**config.mk**
```make
export PLATFORM = sky130hd
export DESIGN_NAME = fetch_pc_gen
export DESIGN_NICKNAME = d
export VERILOG_FILES = /design/src/rtl/fetch_pc_gen.sv
export SDC_FILE = /design/constraint.sdc
export NUM_CORES = 1
export LEC_CHECK = 0
export ABC_AREA = 1
export CAP_MARGIN = 10
export CORE_UTILIZATION = 55
export DETAILED_ROUTE_END_ITERATION = 8
export MAX_ROUTING_LAYER = met4
export PLACE_DENSITY = 0.79
export SKIP_CTS_REPAIR_TIMING = 1
export SLEW_MARGIN = 20
export SYNTH_ARGS = -nofsm -noshare
export SYNTH_HDL_FRONTEND = slang
export SYNTH_SLANG_ARGS = --single-unit
```
**constraint.sdc**
```tcl
create_clock -name clk_i -period 10.5 [get_ports clk_i]
set_input_delay 2.1 -clock clk_i [delete_from_list [all_inputs] [get_ports clk_i]]
set_output_delay 2.1 -clock clk_i [all_outputs]
set_load 0.02 [all_outputs]
```
**src/rtl/fetch_pc_gen.sv**
```systemverilog
// Fetch-stage PC generator.
// Drives the fetch PC into the bimodal predictor and steers the next PC from
// the same-cycle prediction. Every accepted fetch is remembered in a small
// in-flight queue until execute resolves it. A resolution that disagrees with
// the stored prediction redirects fetch on the following cycle.
module fetch_pc_gen #(
    parameter logic [63:0] RESET_PC = 64'h0000_0000_0000_0100,
    parameter int          QDEPTH   = 4
) (
    input  logic        clk_i,
    input  logic        rstn_i,
    input  logic        fetch_ready_i,
    input  logic        bimodal_predict_taken_i,
    input  logic [63:0] bimodal_predict_addr_i,
    input  logic        exec_valid_i,
    input  logic        exec_is_branch_i,
    input  logic        exec_taken_i,
    input  logic [63:0] exec_target_i,
    input  logic        flush_i,
    input  logic [63:0] flush_addr_i,
    output logic [63:0] pc_fetch_o,
    output logic        fetch_valid_o,
    output logic [63:0] pc_execution_o,
    output logic        is_branch_EX_o,
    output logic        branch_taken_result_exec_o,
    output logic [63:0] branch_addr_result_exec_o,
    output logic        mispredict_o,
    output logic        underflow_err_o
);

    localparam int PW = $clog2(QDEPTH);
    localparam int CW = PW + 1;

    // In-flight prediction storage: fetch PC, predicted direction, predicted target
    logic [63:0] q_pc     [QDEPTH];
    logic        q_taken  [QDEPTH];
    logic [63:0] q_target [QDEPTH];

    logic [PW-1:0] rd_ptr;
    logic [PW-1:0] wr_ptr;
    logic [CW-1:0] count;

    logic [63:0] pc_q;
    logic        mispredict_q;
    logic        underflow_q;

    logic [63:0] head_pc;
    logic        head_taken;
    logic [63:0] head_target;
    logic        not_empty;
    logic        resolve;
    logic        wrong_pred;
    logic        mispredict_now;
    logic [63:0] correct_pc;
    logic        fetch_valid;
    logic        accept;
    logic [63:0] predicted_pc;

    // Resolution check against the oldest in-flight prediction, plus fetch acceptance
    always_comb begin
        head_pc     = q_pc[rd_ptr];
        head_taken  = q_taken[rd_ptr];
        head_target = q_target[rd_ptr];
        not_empty   = (count != '0);
        resolve     = exec_valid_i & not_empty;

        // A non-branch always falls through; a taken branch goes to its resolved target
        if (exec_is_branch_i && exec_taken_i) begin
            correct_pc = exec_target_i;
        end else begin
            correct_pc = head_pc + 64'd4;
        end

        // Non-branches are wrong only if predicted taken; branches also compare targets when both taken
        if (exec_is_branch_i) begin
            wrong_pred = (head_taken != exec_taken_i) |
                         (head_taken & exec_taken_i & (head_target != exec_target_i));
        end else begin
            wrong_pred = head_taken;
        end

        mispredict_now = resolve & wrong_pred;
        fetch_valid    = (count < CW'(QDEPTH)) & ~flush_i & ~mispredict_now;
        accept         = fetch_valid & fetch_ready_i;
        predicted_pc   = bimodal_predict_taken_i ? bimodal_predict_addr_i : (pc_q + 64'd4);
    end

    // PC, queue bookkeeping and status flags; flush beats mispredict beats normal flow
    always_ff @(posedge clk_i or negedge rstn_i) begin
        if (!rstn_i) begin
            pc_q         <= RESET_PC;
            rd_ptr       <= '0;
            wr_ptr       <= '0;
            count        <= '0;
            mispredict_q <= 1'b0;
            underflow_q  <= 1'b0;
        end else begin
            if (exec_valid_i && !not_empty) begin
                underflow_q <= 1'b1;
            end

            if (flush_i) begin
                pc_q         <= flush_addr_i;
                rd_ptr       <= '0;
                wr_ptr       <= '0;
                count        <= '0;
                mispredict_q <= 1'b0;
            end else if (mispredict_now) begin
                pc_q         <= correct_pc;
                rd_ptr       <= '0;
                wr_ptr       <= '0;
                count        <= '0;
                mispredict_q <= 1'b1;
            end else begin
                mispredict_q <= 1'b0;
                if (accept) begin
                    pc_q   <= predicted_pc;
                    wr_ptr <= wr_ptr + PW'(1);
                end
                if (resolve) begin
                    rd_ptr <= rd_ptr + PW'(1);
                end
                if (accept && !resolve) begin
                    count <= count + CW'(1);
                end else if (!accept && resolve) begin
                    count <= count - CW'(1);
                end
            end
        end
    end

    // Queue payload needs no reset: entries are only read while count says they are live
    always_ff @(posedge clk_i) begin
        if (accept) begin
            q_pc[wr_ptr]     <= pc_q;
            q_taken[wr_ptr]  <= bimodal_predict_taken_i;
            q_target[wr_ptr] <= bimodal_predict_addr_i;
        end
    end

    assign pc_fetch_o                 = pc_q;
    assign fetch_valid_o              = fetch_valid;
    assign pc_execution_o             = not_empty ? head_pc : 64'd0;
    assign is_branch_EX_o             = exec_valid_i & exec_is_branch_i;
    assign branch_taken_result_exec_o = exec_taken_i;
    assign branch_addr_result_exec_o  = exec_target_i;
    assign mispredict_o               = mispredict_q;
    assign underflow_err_o            = underflow_q;

endmodule

```
# Word-level counts from Yosys, hierarchy flattened
# Memory sizes are Yosys's and may differ from the RTL's.
# Index checks and enable logic that the tools add are counted.
# totals
out_inout_bits	197
n_memories	3
input_bits	200
elab_cells	61
register_bits	73
ram_bits	516
# op_classes
n_addsub	6
eq_ne	2
magnitude_cmp	1
n_reduce_logical	11
mux	21
n_bitwise	11
# memory_table
memory	depth	width	rd	rd_clocked_by_memory_dff	write_ports	line	rtl
q_pc	4	64	1	0	1	35	logic [63:0] q_pc [QDEPTH];
q_target	4	64	1	0	1	37	logic [63:0] q_target [QDEPTH];
q_taken	4	1	1	0	1	36	logic q_taken [QDEPTH];
# ops
cell	n
$mux W64	6
$add A64 B3 Y64 const B	2
$ne A64 B64 Y1	1
$mux W2	6
$mux W3	4
$reduce_bool A3 Y1	3
$and A1 B1 Y1	8
$mux W1	5
$add A2 B1 Y2 const B	2
$logic_and A1 B1 Y1	4
$reduce_bool A4 Y1	1
$add A3 B1 Y3 const B	1
$logic_not A1 Y1	3
$lt A3 B3 Y1 const B	1
$sub A3 B1 Y3 const B	1
$not A1 Y1	2
$ne A1 B1 Y1	1
$or A1 B1 Y1	1

# Longest topological paths before layout
# Gate-level depths: netlist of the first run.
# An unclocked memory read counts as a cell.
# logic_depth
ltp_word	15
depth_mapped	26
ltp_nobuf	24

# Least setup slack after synthesis of the first run
# OpenSTA, ideal clock, no wires.
# synth_path
path_type	input-to-reg
start	input exec_target_i[4]
end	memory q_pc[0][0] (enable)
path_slack_ns	1.235
t_arrival_ns	8.645
setup_time_ns	0.619
t_required_ns	9.881
path_buffers	1
path_stages	15
cell_sequence	inv_1 > nand3_1 > nand2_1 > nor2_1 > nand2_1 > nor2_1 > nand2_1 > nor2_1 > nand2_1 > nand2_1 > nand2_2 > nand2_4 > nand3_4 > clkbuf_1 > nor2_1
# synth_between
elab_chain_len	10
# synth_lines
item	line	rtl
start: declaration	18	input logic [63:0] exec_target_i,
$ne A64 B64 Y1	77	(head_taken & exec_taken_i & (head_target != exec_target_i));
$and A1 B1 Y1	77	
$or A1 B1 Y1	76	wrong_pred = (head_taken != exec_taken_i) |
$mux W1	75	if (exec_is_branch_i) begin
$and A1 B1 Y1	82	mispredict_now = resolve & wrong_pred;
$not A1 Y1	83	fetch_valid = (count < CW'(QDEPTH)) & ~flush_i & ~mispredict_now;
$and A1 B1 Y1	83	
$and A1 B1 Y1	84	accept = fetch_valid & fetch_ready_i;
$mux W1	134	if (accept) begin
$mux W1 (not written as such)	135	q_pc[wr_ptr] <= pc_q;
end: declaration	35	
# No other way between the ends.

# Final worst setup path of the first run
# layout_path
start	register rd_ptr[0]
end	output fetch_valid_o
# layout_between
elab_chain_len	8
elab_cells_between_ends	11
classes_between	eq/ne: 2; mux: 1; bitwise: 6; memory: 2
# layout_lines
item	line	rtl
start: declaration	39	logic [PW-1:0] rd_ptr;
start signal: assignment	121	rd_ptr <= rd_ptr + PW'(1);
$mem_v2 Z4 W64 or $mem_v2 Z4 W1 (tied branches)	n/a	
$ne A64 B64 Y1 or $and A1 B1 Y1 (tied branches)	77	
$and A1 B1 Y1	77	
$or A1 B1 Y1	76	
$mux W1 *	75	
$and A1 B1 Y1 *	82	
$not A1 Y1 *	83	
$and A1 B1 Y1 *	83	
end: declaration	22	output logic fetch_valid_o,
# Every way passes the cells marked *; elsewhere a longest branch is shown, timed or not.

==> results.md, run 1 <==
- Port buffering added 396 buffers.
- The max capacitance violation total is 0.
- The pin count of the biggest net entering global routing is 131.
- The shortest period the worst path allows is 7700 ps.
- The peak ir drop on the vdd network is 0.000239 V.
- The worst min-delay path category is reg -> reg.
- STA puts the critical path data arrival time at 5600 ps.
- The final setup TNS is 0 ps.
- The number of standard cells after synthesis is 3,695.
- The multi-input combinational cells in the finished layout cover a total of 12,100 um2.
- The post-route netlist has 4.71% of its cells at a drive strength greater than 1.
- Setup violations remaining at the end of the flow were counted as 0.
- The initial core utilization is 55.6%.
- The maximum frequency from static timing analysis is 0.130 GHz.
- The detailed-router iteration count before antenna repair is 8.
- The power per unit of standard cell area is 263 nW/um2.
- The number of cells in the design after placement is 4,660.
- The required time of the critical path is 8400 ps.
- 397 I/O pins were placed.
- In the final layout, flip-flops and latches occupy 17,300 um2.
- Setup repair after global routing left no endpoint under its margin.
- The total number of nets in the final design is 4,175.
- The number of synthesized flops with an enable pin is 516.
- The capturing element type of the critical path is an output pin.
- The die covers 57,900 um2.
- The worst setup path is launched from a register.
- The number of flip-flops and latches in the synthesized netlist is 589.
- The commonest cells after synthesis are sky130_fd_sc_hd__nand2_1 (1,515), sky130_fd_sc_hd__nand3_1 (526), sky130_fd_sc_hd__edfxtp_1 (516).
- The number of global-route vias before repair was 26,100.
- The remaining global-route overflow is 0.
- The CTS clock-pin slew for the worst setup and hold paths is 60 ps.
- The routed wire length is 118,000 um.
- Once detail routing completed, the nets flagged for antenna violations numbered 0.
- Summing all non-filler instances in the final layout gives an area of 37,200 um2.
- The worst setup path is of the reg -> out kind.
- Along the worst hold path, the cell count comes to 1.
- The average wire length per cell after detail routing is 24.6 um.
- The share of the synthesized area in the top cell type is 49.5%.
- The clock tree synthesis step divided the H-tree into 2 levels.
- After synthesis, the cell types taking the most area are sky130_fd_sc_hd__edfxtp_1 (50%), sky130_fd_sc_hd__nand2_1 (18%), sky130_fd_sc_hd__nand3_1 (8.4%), sky130_fd_sc_hd__dfrtp_1 (5.8%), sky130_fd_sc_hd__nor2_1 (3.9%).
- The flip-flop cell with the highest count after synthesis is sky130_fd_sc_hd__edfxtp_1.
- The die is 241 um tall.
- Clock latency on the worst-skew pair, taken at its later pin, is 640 ps.
- The tree is rooted in a sky130_fd_sc_hd__clkbuf_16.
- The total count of max-transition violations in the final report is 0.
- The setup skew after layout is 34.0 ps.
- The filler-free cell count of the finished design is 4,781.
- The post-synthesis net count is 3,904.
- In the finished design, the share of the clock period the worst path needs comes to 73.3%.
- No sink is reached through more buffers than the 3 on the longest clock path.
- The first global-routing pass estimated 168,000 um of wire.
- The largest fanout on the critical path is 130.
- TritonCTS built the clock tree.
- The post-synthesis sequential area ratio is 55.4%.
- By instance count, the leading cell after synthesis is sky130_fd_sc_hd__nand2_1.
- Summed over all cells, the static leakage comes to 14.7 nW.
- The final hold slack is 458 ps.
- The length in cells of the worst reg-to-reg path is 12.
- The number of sinks on the clock net is 589.
- The horizontal die dimension is 241 um.
- The number of buffers created by CTS is 59.
- The transition time at the pin with the least slew margin is 1030 ps.
- Summing all placed instances gives a cell area of 35,300 um2.
- In this run the cell area of the synthesized design comes to 31,300 um2.
- The count of distinct cell types in the synthesized netlist is 45.
- The normalized max-slew margin is 31.7%.
- The number of vias in the routed layout is 28,600.
- The congestion estimate from routability-driven global placement came to 1.04.
- For this run, the number of Yosys warnings is 0.
- Summed over all instances, the cell type with the most area after synthesis is sky130_fd_sc_hd__edfxtp_1.
- The sum of net half-perimeters after detailed placement is 83,200 um.
- The flow ran to the end, and the final reports show no timing, DRC or antenna violations.
- The number of violations reported at the end of detailed-routing iteration 0 is 4,418.
- The synthesized area per cell is 8.47 um2.
- The register-to-register setup slack is 2980 ps.
- The floorplan row count is 87.
- Compared with the post-synthesis result, the final layout area differs by 18.9%.
- The number of DRC violations after detailed routing is 0.
- The overall global routing resource usage is 41.6%.
- The filler cells instantiated in the layout total 4,569.
- The core region is 56,300 um2.
- After detailed routing, the number of vias per cell comes to 5.97.
- The number of antenna violations at the first check in global routing came to 12.
- The number of hold-slack violations in the final timing report is 0.
- Counting flops with an async set or reset pin after synthesis yields a share of 12.4%.
[state kept, by name, indices dropped and copies added, names as in the netlist]
| register | cells |
|---|---|
| rd_ptr | 2 |
| underflow_err_o | 1 |
| q_taken | 4 |
| pc_fetch_o | 64 |
| q_pc | 256 |
| count | 3 |
| wr_ptr | 2 |
| mispredict_o | 1 |
| q_target | 256 |
[power by group]
part	internal (mW)	switching [mW]	leakage (nW)	total, mW
Combinational	1.33	2.94	8.15	4.27
Sequential	2.97	0.449	5.61	3.42
Clock	1.18	0.906	0.934	2.09
Total	5.48	4.30	14.7	9.78
[per-layer routing]
| layer | global-route usage [%] | part of all wire, % | vias to the layer above |
|---|---|---|---|
| met5 | - | 0 | - |
| met4 | 18.1 | 4.9 | 0 |
| met3 | 8.43 | 13 | 290 |
| met2 | 60.6 | 44 | 1972 |
| met1 | 56.4 | 38 | 13500 |
| li1 | - | - | 12800 |
[metrics by stage]
step                      util, %  power, mW  setup slack [ps]
after floorplan                 -       5.82              1240
after global routing         66.1       10.2              2540
after detailed placement     62.7       7.57              2750
final                        66.1       9.78              2800
after CTS                    66.0       9.66              2870
after global placement       62.7       7.53              2860
[path summary, 6_finish.rpt]
| kind | from | endpoint |
|---|---|---|
| hold reg to reg | underflow_err_o | underflow_err_o |
| setup / recovery | rd_ptr[0] | fetch_valid_o |
| max in group asynchronous | rstn_i | pc_fetch_o[41] |
| min in group asynchronous | rstn_i | pc_fetch_o[1] |
| hold / removal | underflow_err_o | underflow_err_o |
| setup reg to reg | rd_ptr[0] | q_pc[0][62] |
[critical path, stage by stage (launching register included)]
cell                              delay [ps]
sky130_fd_sc_hd__dfrtp_4                 750
sky130_fd_sc_hd__inv_8                   630
sky130_fd_sc_hd__buf_4                   630
sky130_fd_sc_hd__o21ai_0                 150
sky130_fd_sc_hd__o22ai_1                 330
sky130_fd_sc_hd__ha_1                    300
sky130_fd_sc_hd__nor2_1                  230
sky130_fd_sc_hd__nand2_2                 610
sky130_fd_sc_hd__nand2_4                 230
sky130_fd_sc_hd__inv_2                    70
sky130_fd_sc_hd__nor3_1                  180
sky130_fd_sc_hd__clkdlybuf4s50_1         650
[logic make-up after synthesis]
| family | share of synthesized area [%] |
|---|---|
| AOI/OAI and AO/OA | 1.94 |
| and+or+nand+nor | 34.2 |
| DFF | 55.4 |
| xor gates and xnor gates | 1.99 |
| adders and majority gates | 0.384 |
| buffers and inverters | 6.12 |
[layout by cell type (no fill, tap or decap), drive strengths merged, types with 8 or more instances in the layout]
master,count
nand2,1522
clkinv,17
diode,10
nor2,343
nand3b,46
buf,54
edfxtp,516
xnor2,25
nor3,31
clkdlybuf4s50,393
o21ai,79
inv,139
a31oi,8
clkbuf,85
xor2,46
ha,8
dfrtp,72
nand3,528
nand4,56
a21oi,15
[cell type report]
| class | instances | area share, % |
|---|---|---|
| flip-flops and latches | 589 | 46.6 |
| multi-input cells | 2734 | 32.5 |
| repair buffers | 447 | 11.8 |
| clock buffers | 85 | 4.50 |
| well taps | 756 | 2.54 |
| inverters | 135 | 1.39 |
| clock inverters | 25 | 0.605 |
| diodes | 10 | 0.0672 |
(Power assumes the default switching activity.)
==> run 2, diff against run 1 <==
==> constraint.sdc (replaced) <==
create_clock -name clk_i -period 7.4 [get_ports clk_i]
set_input_delay 1.48 -clock clk_i [delete_from_list [all_inputs] [get_ports clk_i]]
set_output_delay 1.48 -clock clk_i [all_outputs]
set_load 0.02 [all_outputs]
==> results.md, run 2 (same netlist as run 1, synthesis figures left out) <==
- Among all stages on the critical path, the largest delay is contributed by sky130_fd_sc_hd__dfrtp_4.
- The number of sinks on the clock net is 589.
- The critical path starts at rd_ptr[0].
- The number of violations reported at the end of detailed-routing iteration 0 is 4,123.
- The synthesis-to-finish area growth is 19.0%.
- The number of vias in the routed layout is 28,500.
- In this run the worst hold path is classified as reg -> reg.
- The end of the worst register-to-register path is q_pc[1][38].
- The routed wire length is 118,000 um.
- The first global-routing pass estimated 169,000 um of wire.
- Clock tree synthesis selected as its root buffer the cell sky130_fd_sc_hd__clkbuf_16.
- The final critical path takes up 87.9% of the cycle.
- The combined area of the multi-input logic cells is 12,100 um2.
- The cell family contributing the most delay on the critical path is buffers and inverters.
- Traced cell by cell, the critical path runs through inv_8, buf_4, buf_4, nand2_1, nand3_1, nand2_1, nor2_1, clkdlybuf4s50_1.
- The worst setup path is captured at an output pin.
- Entering global routing, the biggest net connects 132 pins.
- The power per unit of standard cell area is 373 nW/um2.
- The post-layout total power is 13.9 mW.
- The last element of the critical path is pc_execution_o[46].
- Summed over all cells, the static leakage comes to 14.7 nW.
- The number of antenna violations at the first check in global routing came to 9.
- The leading cell type in the layout, fill and taps excluded is sky130_fd_sc_hd__nand2_1.
- Clock-pin slew was measured on the worst setup and hold paths at 60 ps.
- The tool flagged a number of max-cap violations equal to 0.
- The post-detailed-route count of antenna-violating nets is 0.
- The normalized max-slew margin is 31.4%.
- The peak ir drop on the vdd network is 0.000308 V.
- The floorplan die height is 241 um.
- In the final design database the tool counted 4,170 nets.
- Fill cells in the final layout number 4,584.
- Timing would allow up to 0.154 GHz.
- Port buffering added 396 buffers.
- The transition time at the pin with the least slew margin is 1030 ps.
- The H-tree depth reported by CTS is 2.
- The number of hold-slack violations in the final timing report is 0.
- The final weighted congestion of routability-driven global placement is 1.06.
- The buffering stage count on the worst path with inverters included is 4.
- Row generation in the floorplan step produced 87 rows.
- Once detailed placement completed, the half-perimeter wirelength came to 85,000 um.
- STA puts the critical path data required time at 5920 ps.
- The clock insertion delay at the later pin of the skew report is 650 ps.
- The startpoint of the worst-slack reg-to-reg timing path is rd_ptr[0].
- TritonCTS built the clock tree.
- The area of the die is 57,900 um2.
- Counting along the longest clock path gives a buffer depth of 3.
- The remaining global-route overflow is 0.
- The largest single stage delay on the critical path is 800 ps.
- The top cell types in the final layout, fill and taps aside, are sky130_fd_sc_hd__nand2_1 (1,514), sky130_fd_sc_hd__nand3_1 (526), sky130_fd_sc_hd__edfxtp_1 (516).
- Setup violations remaining at the end of the flow were counted as 0.
- The detailed-router iteration count before antenna repair is 6.
- Once the floorplan was initialized, standard cells occupied 55.6% of the core.
- Setup repair after global routing left no endpoint under its margin.
- The run finished with clean final reports.
- The number of global-route vias before repair is 26,000.
- The horizontal die dimension is 241 um.
- The number of DRC violations after detailed routing is 0.
- In the final layout, the share of cells above drive strength 1 is 4.45%.
- The register cell area after layout is 17,300 um2.
- Of all nets on the critical path, the largest fanout is 131.
- Dividing the detail-routed wire length by the instance count gives 24.8 um.
- The total number of cells along the worst setup path is 8.
- The count of boundary I/O pins is 397.
- The number of buffers created by CTS is 59.
- Across the routed clock network, the largest skew measured is 48.3 ps.
- The length in cells of the worst reg-to-reg path is 18.
- The final standard cell utilization of the core is 66.2%.
- The shortest period the worst path allows is 6500 ps.
- The launching element type of the critical path is a register.
- The overall global routing resource usage is 41.7%.
- The total count of max-transition violations in the final report was 0.
- The signal arrival time at the worst endpoint is 5020 ps.
- After detailed routing, the number of vias per cell comes to 5.97.
- The register-to-register setup slack is 1900 ps.
- The total area inside the core boundary comes to 56,300 um2.
- The setup path with the least slack is of type reg -> out.
-- run 2: changes by cell type in the layout (fill, tap and decap cells not counted), sizes merged --
cell    delta
buf        -5
bufinv     +4
clkbuf    -12
clkinv     +5
inv        -3
-- run 2: cell type report --
cell class / count / share of cell area, %
Antenna cell: 10 / 0.0672
Clock buffer: 73 / 4.13
Clock inverter: 31 / 0.900
Inverter: 135 / 1.39
Multi-Input combinational cell: 2734 / 32.5
Sequential cell: 589 / 46.5
Tap cell: 756 / 2.54
Timing Repair Buffer: 442 / 11.9
-- run 2: metal layers --
metal / wire length (um) / track usage, % / up-vias
li1: - / - / 12800
met1: 44400 / 55.8 / 13400
met2: 53400 / 62.1 / 1971
met3: 15600 / 9.70 / 273
met4: 4860 / 15.5 / 0
met5: 0 / - / -
-- run 2: worst min path at each step --
stage	slack, ps	startpoint	depth (start not counted)	endpoint
floorplan	510	count[0]	2	count[0]
global placement	440	underflow_err_o	1	underflow_err_o
detailed placement	450	underflow_err_o	1	underflow_err_o
CTS	470	underflow_err_o	1	underflow_err_o
global route	500	underflow_err_o	1	underflow_err_o
finish	470	underflow_err_o	1	underflow_err_o
-- run 2: metrics by stage --
stage / setup TNS, ps / cells / worst slack, ps / area, um2 / hold slack [ps]
2_1_floorplan: -642290 / 3695 / -1240 / 31300 / 513
3_3_place_gp: 0 / 4656 / 1530 / 35300 / 438
3_5_place_dp: 0 / 4656 / 1560 / 35300 / 452
4_1_cts: 0 / 4760 / 980 / 37200 / 466
5_1_grt: 0 / 4767 / 766 / 37200 / 501
6_report: 0 / 4770 / 899 / 37200 / 468
-- run 2: report_power, final --
part | switching [mW] | leakage [nW] | internal (mW) | total (mW)
Combinational | 4.01 | 8.14 | 1.87 | 5.89
Clock | 1.28 | 0.917 | 1.71 | 2.99
Sequential | 0.820 | 5.61 | 4.21 | 5.02
Total | 6.12 | 14.7 | 7.79 | 13.9
-- run 2: worst register-to-register path, cell delays in order (launching register included) --
cell                      delay (ps)
sky130_fd_sc_hd__dfrtp_4        1010
sky130_fd_sc_hd__buf_12          500
sky130_fd_sc_hd__nand2_1         330
sky130_fd_sc_hd__nand3_1         160
sky130_fd_sc_hd__nand2_1          70
sky130_fd_sc_hd__nand2_1          60
sky130_fd_sc_hd__nand2_1         150
sky130_fd_sc_hd__nor2_1          130
sky130_fd_sc_hd__nand2_1          60
sky130_fd_sc_hd__nor2_1          140
sky130_fd_sc_hd__nand2_1          60
sky130_fd_sc_hd__nor2_1          100
sky130_fd_sc_hd__nand2_1          90
sky130_fd_sc_hd__nand2_1          80
sky130_fd_sc_hd__nand2_2          70
sky130_fd_sc_hd__nand2_4         330
sky130_fd_sc_hd__nand3_4         470
sky130_fd_sc_hd__nor2_4          950
sky130_fd_sc_hd__buf_4           400
